**config.mk**
```make
export PLATFORM = sky130hd
export DESIGN_NAME = ball_controller
export DESIGN_NICKNAME = d
export VERILOG_FILES = /design/src/rtl/ball_controller.sv
export SDC_FILE = /design/constraint.sdc
export NUM_CORES = 1
export LEC_CHECK = 0
export ABC_AREA = 0
export CAP_MARGIN = 5
export CORE_MARGIN = 10
export CORE_UTILIZATION = 59
export CTS_CLUSTER_SIZE = 8
export DETAILED_ROUTE_END_ITERATION = 8
export PLACE_DENSITY_LB_ADDON = 0.08
export SYNTH_ARGS = -nofsm -noshare
export SYNTH_HDL_FRONTEND = slang
export SYNTH_SLANG_ARGS = --single-unit
```
**constraint.sdc**
```tcl
create_clock -name clk -period 4.3 [get_ports clk]
set_clock_uncertainty 0.15 [all_clocks]
set_input_delay 0.86 -clock clk [delete_from_list [all_inputs] [get_ports clk]]
set_output_delay 0.86 -clock clk [all_outputs]
set_load 0.01 [all_outputs]
```
**src/rtl/ball_controller.sv**
```systemverilog
// ball_controller: ball motion, paddle collision and scoring engine.
// Updates happen once per movement tick derived from the pixel clock.
module ball_controller #(
   parameter int SCREEN_WIDTH            = 640,
   parameter int SCREEN_HEIGHT           = 480,
   parameter int BALL_RADIUS             = 8,
   parameter int PLAYER_RADIUS           = 35,
   parameter int TEAM1_HOR_POS           = 40,
   parameter int TEAM2_HOR_POS           = 600,
   parameter int INITIAL_X               = 320,
   parameter int INITIAL_Y               = 240,
   parameter int BALL_MOVEMENT_FREQUENCY = 100000,
   parameter int SERVE_DELAY             = 64,
   parameter int WIN_SCORE               = 7
) (
   input  logic       clk,
   input  logic       rst,
   input  logic [9:0] team1_ver_position,
   input  logic [9:0] team2_ver_position,
   output logic [9:0] ball_x,
   output logic [9:0] ball_y,
   output logic [3:0] team1_score,
   output logic [3:0] team2_score,
   output logic       goal_pulse,
   output logic       game_over
);

   localparam int TICK_W  = (BALL_MOVEMENT_FREQUENCY > 1) ? $clog2(BALL_MOVEMENT_FREQUENCY) : 1;
   localparam int SERVE_W = (SERVE_DELAY > 1) ? $clog2(SERVE_DELAY) : 1;

   localparam logic [TICK_W-1:0]  TICK_LAST  = TICK_W'(BALL_MOVEMENT_FREQUENCY - 1);
   localparam logic [SERVE_W-1:0] SERVE_LAST = SERVE_W'(SERVE_DELAY - 1);
   localparam logic [9:0]  INIT_X  = 10'(INITIAL_X);
   localparam logic [9:0]  INIT_Y  = 10'(INITIAL_Y);
   localparam logic [9:0]  X_HIT1  = 10'(TEAM1_HOR_POS + 1 + BALL_RADIUS);
   localparam logic [9:0]  X_HIT2  = 10'(TEAM2_HOR_POS - 1 - BALL_RADIUS);
   localparam logic [9:0]  X_MIN   = 10'(BALL_RADIUS);
   localparam logic [9:0]  X_MAX   = 10'(SCREEN_WIDTH - 1 - BALL_RADIUS);
   localparam logic [9:0]  Y_MIN   = 10'(BALL_RADIUS);
   localparam logic [10:0] R11     = 11'(BALL_RADIUS);
   localparam logic [10:0] H11     = 11'(SCREEN_HEIGHT - 1);
   localparam logic [10:0] PR11    = 11'(PLAYER_RADIUS);
   localparam logic [3:0]  WIN_M1  = 4'(WIN_SCORE - 1);

   typedef enum logic [1:0] {
      SERVE,
      PLAY,
      OVER
   } state_t;

   state_t              state;
   logic [TICK_W-1:0]   tick_cnt;
   logic                tick;
   logic [SERVE_W-1:0]  serve_cnt;
   logic                dx_pos;
   logic                dy_pos;
   logic signed [10:0]  diff1;
   logic signed [10:0]  diff2;
   logic [10:0]         dist1;
   logic [10:0]         dist2;
   logic                hit1;
   logic                hit2;
   logic                goal1;
   logic                goal2;
   logic                at_bottom;
   logic                at_top;

   assign tick = (tick_cnt == TICK_LAST);

   // Free-running movement tick divider, active in every state.
   always_ff @(posedge clk or posedge rst) begin
      if (rst) begin
         tick_cnt <= '0;
      end else if (tick) begin
         tick_cnt <= '0;
      end else begin
         tick_cnt <= tick_cnt + TICK_W'(1);
      end
   end

   // Collision, wall and goal detection from the current ball position.
   always_comb begin
      diff1     = $signed({1'b0, ball_y}) - $signed({1'b0, team1_ver_position});
      diff2     = $signed({1'b0, ball_y}) - $signed({1'b0, team2_ver_position});
      dist1     = diff1[10] ? $unsigned(-diff1) : $unsigned(diff1);
      dist2     = diff2[10] ? $unsigned(-diff2) : $unsigned(diff2);
      hit1      = !dx_pos && (ball_x == X_HIT1) && (dist1 <= PR11);
      hit2      =  dx_pos && (ball_x == X_HIT2) && (dist2 <= PR11);
      goal2     = !dx_pos && !hit1 && (ball_x == X_MIN);
      goal1     =  dx_pos && !hit2 && (ball_x == X_MAX);
      at_bottom = (({1'b0, ball_y} + R11) >= H11);
      at_top    = (ball_y <= Y_MIN);
   end

   // Game FSM: serve delay, ball motion, scoring and end of game.
   always_ff @(posedge clk or posedge rst) begin
      if (rst) begin
         state       <= SERVE;
         serve_cnt   <= '0;
         ball_x      <= INIT_X;
         ball_y      <= INIT_Y;
         dx_pos      <= 1'b1;
         dy_pos      <= 1'b1;
         team1_score <= '0;
         team2_score <= '0;
         goal_pulse  <= 1'b0;
         game_over   <= 1'b0;
      end else begin
         goal_pulse <= 1'b0;
         if (tick) begin
            case (state)
               SERVE: begin
                  if (serve_cnt == SERVE_LAST) begin
                     serve_cnt <= '0;
                     state     <= PLAY;
                  end else begin
                     serve_cnt <= serve_cnt + SERVE_W'(1);
                  end
               end
               PLAY: begin
                  if (goal2) begin
                     team2_score <= team2_score + 4'd1;
                     goal_pulse  <= 1'b1;
                     ball_x      <= INIT_X;
                     ball_y      <= INIT_Y;
                     dy_pos      <= 1'b1;
                     dx_pos      <= 1'b0;
                     if (team2_score == WIN_M1) begin
                        state     <= OVER;
                        game_over <= 1'b1;
                     end else begin
                        state <= SERVE;
                     end
                  end else if (goal1) begin
                     team1_score <= team1_score + 4'd1;
                     goal_pulse  <= 1'b1;
                     ball_x      <= INIT_X;
                     ball_y      <= INIT_Y;
                     dy_pos      <= 1'b1;
                     dx_pos      <= 1'b1;
                     if (team1_score == WIN_M1) begin
                        state     <= OVER;
                        game_over <= 1'b1;
                     end else begin
                        state <= SERVE;
                     end
                  end else begin
                     if (hit1) begin
                        dx_pos <= 1'b1;
                     end else if (hit2) begin
                        dx_pos <= 1'b0;
                     end else if (dx_pos) begin
                        ball_x <= ball_x + 10'd1;
                     end else begin
                        ball_x <= ball_x - 10'd1;
                     end
                     if (dy_pos && at_bottom) begin
                        dy_pos <= 1'b0;
                     end else if (!dy_pos && at_top) begin
                        dy_pos <= 1'b1;
                     end else if (dy_pos) begin
                        ball_y <= ball_y + 10'd1;
                     end else begin
                        ball_y <= ball_y - 10'd1;
                     end
                  end
               end
               OVER: begin
                  game_over <= 1'b1;
               end
               default: begin
                  state <= SERVE;
               end
            endcase
         end
      end
   end

endmodule

```
## Word-level counts from Yosys, hierarchy flattened

Index checks and enable logic that the tools add are counted.

| operators by class | value |
|---|---|
| $add $sub $neg | 13 |
| order comparisons | 4 |
| equal/unequal tests | 18 |
| multiplexer cells | 37 |
| bitwise gates (word level) | 2 |
| reductions and logical operators | 27 |

Operators by type and width:

| operator | count |
|---|---|
| $mux 10 | 10 |
| $le 11x6->1 const B | 2 |
| $mux 11 | 2 |
| $neg 11->11 | 2 |
| $sub 10x10->11 | 2 |
| $add 10x1->10 const B | 2 |
| $eq 10x10->1 const B | 2 |
| $sub 10x1->10 const B | 2 |
| $add 17x1->17 const B | 1 |
| $eq 17x17->1 const B | 1 |
| $mux 17 | 1 |
| $mux 1 | 16 |
| $reduce_and 4->1 | 4 |
| $ne 3x3->1 const B | 5 |
| $add 10x4->11 const B | 1 |
| $ge 11x9->1 const B | 1 |
| $eq 10x4->1 const B | 1 |
| $eq 10x6->1 const B | 1 |
| $le 10x4->1 const B | 1 |
| $logic_and 1x1->1 | 10 |
| $mux 2 | 5 |
| $reduce_and 3->1 | 3 |
| $add 4x1->4 const B | 2 |
| $eq 4x3->1 const B | 2 |
| other kinds (16) | 22 |

| word-level totals | value |
|---|---|
| register bits after elaboration | 57 |
| output and inout port bits | 30 |

## Logic depth before layout (Yosys ltp)

| logic depth | value |
|---|---|
| depth after elaboration | 12 |
| depth in mapped cells | 12 |
| depth with buffers taken out | 12 |

## Worst setup path before layout

Ideal clock, no wire load.

| timing path | value |
|---|---|
| path kind | input to register |
| from | input port team2_ver_position[0] |
| to | register ball_x[1] |
| arrival time | 3689 ps |
| required time | 4025 ps |
| path slack | 336 ps |
| cell stages on the path | 11 |
| path buffers | 0 |
| cell sequence | ha_1 -> fa_1 -> nand2b_4 -> a21bo_4 -> a32oi_2 -> xnor2_1 -> or3_1 -> a2111o_1 -> a311oi_4 -> nor3_4 -> mux2_4 |

| between the ends | value |
|---|---|
| cells in the longest elaborated chain, start to end | 10 |
| elaborated cells between the ends (all ways) | 13 |
| those cells by class | add/sub: 2; order compare: 1; eq/ne: 2; mux: 3; reduce/logical: 5 |

Ends and longest elaborated chain:

| element | RTL line | source |
|---|---|---|
| start: declaration | 19 | `input logic [9:0] team2_ver_position,` |
| $sub 10x10->11 (*) | 84 | `diff2 = $signed({1'b0, ball_y}) - $signed({1'b0, team2_ver_position});` |
| $neg 11->11 | 86 | `dist2 = diff2[10] ? $unsigned(-diff2) : $unsigned(diff2);` |
| $mux 11 (*) | 86 |  |
| $le 11x6->1 (*) | 88 | `hit2 = dx_pos && (ball_x == X_HIT2) && (dist2 <= PR11);` |
| $logic_and 1x1->1 (*) | 88 |  |
| $logic_not 1->1 | 90 | `goal1 = dx_pos && !hit2 && (ball_x == X_MAX);` |
| $logic_and 1x1->1 (2 in a row) | 90 |  |
| $ne 3x1->1 (no line) or $mux 10 (tied branches) | -- |  |
| $reduce_and 4->1 (no line) or $mux 10 (tied branches) | -- |  |
| end signal: assignment | 153 | `ball_x <= ball_x + 10'd1;` |
| end signal: assignment | 155 | `ball_x <= ball_x - 10'd1;` |
| end: declaration | 20 | `output logic [9:0] ball_x,` |

Mark *: on every way between the ends. The rest lies on a longest branch, timed or not.
A chain may end at the register's enable or synchronous reset.

## Worst setup path in the final report

| timing path | value |
|---|---|
| from | input port team2_ver_position[0] |
| to | register ball_x[2] |

The elaborated chain is that of the path after synthesis.

==> flow_summary.ini <==
[outcome]
status = complete, no violations

[logic_synthesis]
yosys-top-cells-area = dfrtp_1 23%, ha_1 11%, xnor2_1 5.0%
synth_nets = 676
ys_types = 92
async_flop_share_pct = 100
synth-edff-count = 0
synth_ff_type = dfrtp_1
synth_seq_cells = 57
netlist_area_mm2 = 0.00528
yosys.area.top_type = dfrtp_1
yosys_warnings = 0
syn_inst = 604
synth_top_area_share_pct = 23.2
avgSynthCellArea_um2 = 8.73
ys_seq_area_share_pct = 27.2

[routing]
via_per_inst = 6.06
first_pass_iters = 5
vias = 5009
drcViolationCount = 0
drt_iter0_drc = 249
ant_nets = 0
drt-total-wl_mm = 13.6
wl_per_cell_um = 16.5

[cts]
clock-sinks = 57
cts.path.max_buffers = 2
cts_tree = built
cts_setup_buffers = 0
clkTransAtPathRegs_ps = 70
numCtsBuffers = 9
htree_levels = 3
clockRootBuffer = clkbuf_8
insertion_delay_ps = 340

[setup_path]
crit_required_ps = 4370
crit_fanout = 9
crit_path_end_kind = register
crit_end = ball_x[2]$_DFFE_PP0P_
cp-start-kind = input pin
r2r_slack_ps = 360
r2r_end = ball_x[2]$_DFFE_PP0P_
crit_arrival_ps = 4210
rr_worst_depth = 13
worst-setup-path-type = in2reg
cp-startpoint = team2_ver_position[0]
r2r-start = ball_y[0]$_DFFE_PP0P_

[run]
cap_viol_max_count = 0

[global_routing]
grt_pass1_vias = 5070
antenna_found_initial = 0
grt_usage_pct = 21.0
grt_first_pass_wirelength_mm = 23.3
grt_start_max_net_pins = 24
grt_overflow = 0

[timing]
relSlewSlack_pct = 54.0
setup_tns_ps = 0
fmaxAchievable_mhz = 242
slew_violations = 0
timing.hold.ws_ps = 333
finalHoldViolations = 0
period_share_pct = 96.2
worst_pin_slew_ps = 689
period_minus_slack_ps = 4140
setup_slack_ps = 162
setup_violations = 0
rsz0062_at_grt = false

[power_and_ir_drop]
power_leakage_nw = 2.94
ir_drop_mv = 0.303
combinationalPowerShare_pct = 13.5
power_density_mw_per_mm2 = 191
finalPower_mw = 1.25
p_int_mw = 0.943
power_frac_seq_pct = 42.9
switchingPower_mw = 0.309
power.clock.fraction_pct = 43.6
swShare_pct = 24.7

[die]
rows = 34
die_area_mm2 = 0.0131
start_util_pct = 60.5
core_area_mm2 = 0.00872
die-height_um = 115
io_pins = 52
fp.dieW_um = 115

[cells_and_area]
insertedDiodeCount = 0
final_util_pct = 75.0
drive_above_1_share_pct = 17.4
areaGrowthSynthToFinish_pct = 24.0
layout.nets = 785
mostFrequentLayoutCell = buf_4
final_cell_mix = 57 x buf_4, 52 x nor2_1, 51 x clkdlybuf4s50_1

[place]
port_buffers = 51
gp_congestion = 0.892
dp_hpwl_mm = 10.6
dp_slack_ps = -203

[worst_hold_path]
worstHoldPathType = reg2reg
-- state kept, by name, summed over array words and instances (netlist names), 2 cells and up --
| signal | cells |
|---|---|
| tick_cnt | 17 |
| ball_x | 10 |
| ball_y | 10 |
| serve_cnt | 6 |
| team1_score | 4 |
| team2_score | 4 |
| state | 2 |
-- worst max-delay path, stage by stage --
cell and delay (ps):
clkdlybuf4s50_1 400, ha_1 220, fa_1 400, nand2b_4 170, a21bo_4 210, a32oi_2 200, xnor2_1 110, or3_1 360
a2111o_1 410, a311oi_4 340, nor3_4 80, buf_12 160, mux2_4 290
-- synth_stat cells (7+ instances only) --
cell and n:
nand4_1 14, a21oi_1 31, nand2_1 34, dfstp_2 8
nand2b_1 8, o21ai_0 31, clkbuf_1 8, xor2_1 15
nor2_1 52, nand3_1 28, a21o_1 7, inv_1 47
and2_1 7, a31oi_1 12, dfrtp_1 49, ha_1 46
mux2_4 9, xnor2_1 30, and3_1 8, nor3_1 18
-- layout make-up --
class	count	area, um^2
Multi-Input combinational cell	488	3610
Fill cell	674	2180
Sequential cell	57	1440
Timing Repair Buffer	110	978
Inverter	47	176
Tap cell	108	135
Clock buffer	10	128
Clock inverter	6	82.6
-- kinds of logic (layout without fill, tap and decap cells) --
logic type	count (synthesis)	in the layout	synth area share, %
simple gates	222	222	23.0
buf+inv	59	173	4.58
mux	18	18	4.34
fa+ha+maj	50	50	12.4
compound gates	153	153	20.9
flops	57	57	27.2
xor+xnor	45	45	7.47
-- metal layers --
metal	part of all wire (%)	up-vias	global-route usage, %	wire (um)
met1	44	2384	26.3	6020
met3	6.5	21	4.77	884
met2	48	150	35.1	6510
met5	0	-	0	0
li1	-	2454	-	-
met4	1.7	0	6.27	231
-- how the worst min path moves through the flow --
stage	start	depth (start not counted)	slack (ps)	endpoint
3_3_place_gp	serve_cnt[5]$_DFFE_PP0P_	1	310	serve_cnt[5]$_DFFE_PP0P_
5_1_grt	game_over$_DFFE_PP0P_	1	350	game_over$_DFFE_PP0P_
6_report	game_over$_DFFE_PP0P_	1	330	game_over$_DFFE_PP0P_
2_1_floorplan	serve_cnt[5]$_DFFE_PP0P_	1	290	serve_cnt[5]$_DFFE_PP0P_
4_1_cts	tick_cnt[0]$_DFF_PP0_	1	330	tick_cnt[0]$_DFF_PP0_
3_5_place_dp	game_over$_DFFE_PP0P_	1	310	game_over$_DFFE_PP0P_
-- power by group through the flow --
stage	combinational (mW)	sequential, mW	clock, mW
4_1_cts	0.167	0.537	0.548
3_3_place_gp	0.161	0.546	0
6_report	0.170	0.537	0.546
3_5_place_dp	0.166	0.546	0
5_1_grt	0.187	0.536	0.578
2_1_floorplan	0.0947	0.546	0
-- through the flow --
stage	instance area, um^2	std cells
global route	6540	826
finish	6540	826
global placement	6320	810
CTS	6530	826
detailed placement	6320	810
floorplan	5280	604
-- timing repair --
item / CTS / global route
hold buffers: 0 / 0
endpoints found under the setup margin: 0 / 10
resized for setup: 0 / 5
Power figures use the tool's default switching activity.
